<file path="config.mk">
export PLATFORM = sky130hd
export DESIGN_NAME = alu_sequencer
export DESIGN_NICKNAME = d
export VERILOG_FILES = /design/src/rtl/alu_sequencer.sv
export SDC_FILE = /design/constraint.sdc
export NUM_CORES = 1
export LEC_CHECK = 0
export ABC_AREA = 1
export CAP_MARGIN = 40
export CORE_AREA = 2 2 49 51
export CTS_CLUSTER_SIZE = 10
export DETAILED_ROUTE_END_ITERATION = 7
export DIE_AREA = 0 0 51 53
export GPL_ROUTABILITY_DRIVEN = 0
export PLACE_DENSITY = 0.82
export SYNTH_ARGS = -nofsm -noshare
export SYNTH_HDL_FRONTEND = slang
export SYNTH_SLANG_ARGS = --single-unit
</file>
<file path="constraint.sdc">
create_clock -name clock -period 2.8 [get_ports clock]
set_input_delay 0.56 -clock clock [delete_from_list [all_inputs] [get_ports clock]]
set_output_delay 0.56 -clock clock [all_outputs]
set_load 0.03 [all_outputs]
</file>
<file path="src/rtl/alu_sequencer.sv">
// Control sequencer for the simple CPU datapath: fetches a 9-bit instruction on run
// and steps T0..T3, decoding ALU, register-file and bus-source strobes from (step, IR).
module alu_sequencer #(
  parameter int DATA_WIDTH = 16,
  parameter int IR_WIDTH   = 9
) (
  input  logic                  clock,
  input  logic                  resetn,
  input  logic                  run,
  input  logic [DATA_WIDTH-1:0] din,
  output logic                  ain,
  output logic                  gin,
  output logic                  sub,
  output logic                  gout,
  output logic                  dinout,
  output logic [7:0]            rin,
  output logic [7:0]            rout,
  output logic                  done
);

  typedef enum logic [1:0] {T0, T1, T2, T3} step_e;

  localparam logic [2:0] OP_MV  = 3'b000;
  localparam logic [2:0] OP_MVI = 3'b001;
  localparam logic [2:0] OP_ADD = 3'b010;
  localparam logic [2:0] OP_SUB = 3'b011;

  step_e               step_q, step_d;
  logic [IR_WIDTH-1:0] ir_q, ir_d;
  logic [2:0]          op, rx, ry;

  // Upper din bits only ever carry immediates for the datapath.
  logic unused_din;
  assign unused_din = ^din[DATA_WIDTH-1:IR_WIDTH];

  assign op = ir_q[IR_WIDTH-1 -: 3];
  assign rx = ir_q[IR_WIDTH-4 -: 3];
  assign ry = ir_q[IR_WIDTH-7 -: 3];

  function automatic logic [7:0] onehot(input logic [2:0] idx);
    onehot = 8'b1 << idx;
  endfunction

  always_comb begin
    step_d = step_q;
    ir_d   = ir_q;
    ain    = 1'b0;
    gin    = 1'b0;
    sub    = 1'b0;
    gout   = 1'b0;
    dinout = 1'b0;
    rin    = '0;
    rout   = '0;
    done   = 1'b0;
    case (step_q)
      T0: begin
        if (run) begin
          ir_d   = din[IR_WIDTH-1:0];
          step_d = T1;
        end
      end
      T1: begin
        step_d = T0;
        case (op)
          OP_MV: begin
            rout = onehot(ry);
            rin  = onehot(rx);
            done = 1'b1;
          end
          OP_MVI: begin
            dinout = 1'b1;
            rin    = onehot(rx);
            done   = 1'b1;
          end
          OP_ADD, OP_SUB: begin
            rout   = onehot(rx);
            ain    = 1'b1;
            step_d = T2;
          end
          default: done = 1'b1;
        endcase
      end
      T2: begin
        rout   = onehot(ry);
        gin    = 1'b1;
        sub    = (op == OP_SUB);
        step_d = T3;
      end
      T3: begin
        gout   = 1'b1;
        rin    = onehot(rx);
        done   = 1'b1;
        step_d = T0;
      end
      default: step_d = T0;
    endcase
    // Reset silences every strobe in the same cycle, including an aborted instruction.
    if (!resetn) begin
      ain    = 1'b0;
      gin    = 1'b0;
      sub    = 1'b0;
      gout   = 1'b0;
      dinout = 1'b0;
      rin    = '0;
      rout   = '0;
      done   = 1'b0;
    end
  end

  always_ff @(posedge clock) begin
    if (!resetn) begin
      step_q <= T0;
      ir_q   <= '0;
    end else begin
      step_q <= step_d;
      ir_q   <= ir_d;
    end
  end

endmodule

</file>
-- Yosys cells after proc, flatten, opt, wreduce, memory -nomap -nowiden
Index checks and enable logic that the tools add are counted.
- flip-flop bits (word level): 11
- bits of input ports: 19
- output and inout bits: 22
- logic and storage cells: 40
- equality and inequality tests: 7
- shift-type cells: 2
- mux-type cells: 24
- reductions and logical operators: 5
- operator list (operator ; count):
    $pmux 8 s2 ; 3
    $mux 8 ; 3
    $shl 1x3->8 const A ; 2
    $mux 1 ; 14
    $pmux 2 s4 ; 1
    $eq 3x2->1 const B ; 2
    $eq 2x2->1 const B ; 2
    $mux 2 ; 2
    $reduce_or 2->1 ; 2
    $eq 3x1->1 const B ; 1
    $logic_not 3->1 ; 1
    $eq 2x1->1 const B ; 1
    $logic_not 2->1 ; 1
    $ne 2x2->1 const B ; 1
    $pmux 1 s2 ; 1
    $reduce_and 2->1 ; 1

-- Depth between registers and ports, before layout
- depth after elaboration: 5
- gate-level depth with buffers: 8

-- Least setup slack after synthesis
No wires, ideal clock.
- kind: input-to-output
- start: input port resetn
- end: output port rin[0]
- data arrival time: 1.545 ns
- required time: 2.240 ns
- slack: 0.695 ns
- stages: 4
- cell sequence: nand2_1 -> inv_1 -> nor2_4 -> nor4_2
- word-level cells in the longest chain between the ends: 1
- RTL lines (element ; RTL line ; text):
    from (decl) ; 8 ; input logic resetn,
    $mux 8 ; 98 ; if (!resetn) begin
    to (decl) ; 16 ; output logic [7:0] rin,
Every way passes these cells.

-- Final worst setup path
- start: input port resetn
- end: output port gout
- word-level cells in the longest chain between the ends: 1
- RTL lines (element ; RTL line ; text):
    $mux 1 ; 98 ;
    to (decl) ; 14 ; output logic gout,
Every way passes these cells.

==> impl_metrics.py <==
metrics = {
    "routing": {
        "first_pass_iters": 4,
        "drtIter0Drc": 7,
        "viasPerCell": 4.93,
        "antenna_left": 0,
        "drc_errors": 0,
        "routed_wl_mm": 2.07,
        "routedWlPerCell_um": 11.1,
        "dr_total_vias": 917,
    },
    "floorplanning": {
        "die_y_um": 53,
        "die_x_um": 51,
        "die_area_sq_um": 2700,
        "core_region_area_sq_um": 2150,
        "initial_core_util_pct": 42.2,
        "ios": 41,
        "num_rows": 17,
    },
    "power_and_ir_drop": {
        "ir_worst_vdd_mv": 0.220,
        "p_per_area_nw_per_um2": 365,
        "leakage_nw": 0.504,
        "finalPower_mw": 0.444,
    },
    "cts": {
        "postCtsSetupRepairBufs": 0,
        "clk_pin_slew_ns": 0.07,
        "cts_tree": "built",
        "cts_resized": 0,
        "cts.htree.levels": 1,
        "cts_sinks": 11,
        "clock_latency_ns": 0.27,
        "hold_buffers": 0,
        "cts-root-buf": "clkbuf_4",
        "clk_path_buf_depth": 2,
        "cts_buffers": 3,
    },
    "placement": {
        "dpl.hpwl_mm": 1.69,
        "dp_slack_ns": 0.272,
        "portBuffers": 33,
    },
    "logic_synthesis": {
        "synth-edff-count": 0,
        "synthDistinctLibCells": 20,
        "synthAdderAreaFrac_pct": 5.52,
        "synth_commonest_cells": "a21oi_1, nand2_1, inv_1",
        "syn-cell-area_sq_um": 906,
        "synth_top_area_cell": "dfxtp_1",
        "synth_compound_area_share_pct": 16.4,
        "netlist_top_cells_area": "dfxtp_1, nor4_2, a21oi_1, nand2_1, ha_1",
        "synth.avg_cell_area_sq_um": 7.31,
        "postSynthCellCount": 124,
        "synth_top_family_by_area": "simple AND/OR/NAND/NOR gates",
        "synth_xor_area_share_pct": 0,
        "syn_nets": 147,
        "yosys_warnings": 0,
        "synthMuxAreaShare_pct": 0,
        "async_flop_share_pct": 0,
        "yosys.area_share.simple_pct": 41.2,
        "yosysSeqAreaShare_pct": 24.3,
        "yosysMostFrequentCell": "a21oi_1",
        "synth_top_flop_cell": "dfxtp_1",
        "ys_ff_latch": 11,
        "netlist.area_leader.share_pct": 24.3,
    },
    "global_route": {
        "overflow": 0,
        "grt_pass1_wl_mm": 3.32,
        "grt_pass1_vias": 784,
        "grt_max_degree": 19,
        "antenna_found_initial": 0,
        "track_usage_pct": 16.2,
    },
    "sta": {
        "clock.fmax_mhz": 396,
        "setup_tns_ns": 0,
        "drv_slew": 0,
        "maxSlewHeadroom_pct": 65.6,
        "post-route-period-util_pct": 90.3,
        "whs_ns": 0.497,
        "grt_setup_unrepaired": "false",
        "period_minus_slack_ns": 2.53,
        "setup_ws_ns": 0.272,
        "setup_viol": 0,
        "worstMarginPinSlew_ns": 0.514,
        "fin_skew_ns": 0.00177,
        "finalHoldViolations": 0,
    },
    "worst_setup_path": {
        "start_kind": "input port",
        "cp_cell_sequence": "clkdlybuf4s50_1 -> nand2_1 -> inv_1 -> clkdlybuf4s50_1",
        "cpMostUsedCell": "clkdlybuf4s50_1",
        "critical_path_arrival_ns": 1.97,
        "crit_slowest_cell": "clkdlybuf4s50_1",
        "path_max_fanout": 4,
        "required_ns": 2.24,
        "timing_worst_setup_path_type": "in -> out",
        "slowest_delay_ns": 0.68,
        "cp-end-kind": "output port",
    },
    "cells_and_area": {
        "nets": 182,
        "antenna_cells": 0,
        "syn_to_final_growth_pct": 34.3,
        "drive_gt1_share_pct": 30.4,
    },
    "flow_run": {
        "maxCapViolCount": 0,
    },
    "worst_hold_path": {
        "hold_class": "reg -> reg",
    },
    "status": {
        "status": "complete, no violations",
    },
}
## worst paths after layout
kind | start | to | slack (ns) | cells past startpoint
setup reg to reg | step_q[0] | ir_q[3] | 1.37 | 5
hold reg to reg | ir_q[7] | ir_q[7] | 0.50 | 2
setup / recovery | resetn | gout | 0.27 | 4
hold / removal | ir_q[7] | ir_q[7] | 0.50 | 2
## state kept, by name, summed over array words and instances (netlist names), named ones only
name	cells
step_q	1
ir_q	9
## cell usage in the layout (no fill, tap or decap)
master,count
nand2_4,2
nand2_1,16
nand4_1,6
a221oi_1,1
inv_2,6
nor4_2,8
inv_1,12
nor2_8,1
clkbuf_1,1
clkdlybuf4s50_1,13
buf_4,22
nand2_2,3
o21ai_0,10
dfxtp_1,11
nor2_1,8
clkbuf_4,3
nor2_4,3
ha_1,4
a21oi_1,18
nand3_1,2
nor3_1,8
## power breakdown
group	switching [mW]	internal, mW
Combinational	0.0906	0.0506
Sequential	0.0216	0.171
Clock	0.0552	0.0552
Total	0.167	0.277
## cells by family (layout without fill, tap and decap cells)
| kind of cell | Yosys count | after routing |
|---|---|---|
| AND/OR/NAND/NOR | 57 | 57 |
| AO/OA/AOI/OAI | 29 | 29 |
| buffers and inverters | 23 | 57 |
| flip-flops | 11 | 11 |
| adder cells (fa/ha/maj) | 4 | 4 |
## layout make-up
cell class,count,area [sq um]
fill,200,932
multi-input combinational,90,572
timing repair buffer,35,295
sequential,11,220
inverter,18,67.6
tap,28,35.0
clock buffer,4,26.3
## per-stage QoR
step / util [%] / cell area [sq um] / instances
2_1_floorplan: - / 906 / 124
3_3_place_gp: 55.4 / 1190 / 182
3_5_place_dp: 55.4 / 1190 / 182
4_1_cts: 56.6 / 1220 / 186
5_1_grt: 56.6 / 1220 / 186
6_report: 56.6 / 1220 / 186
## worst max-delay path, delay by kind of cell
family	cells	cell delay, ns
buffers and inverters	3	1.31
and+or+nand+nor	1	0.09
## layer usage
layer	vias to the layer above	wire length, um	GRT usage (%)
met3	9	92	2.26
met4	0	79	10.8
met1	391	916	19.6
met2	27	975	26.8
met5	-	0	0
li1	490	-	-
No activity file was read; power rests on OpenSTA's default activity.
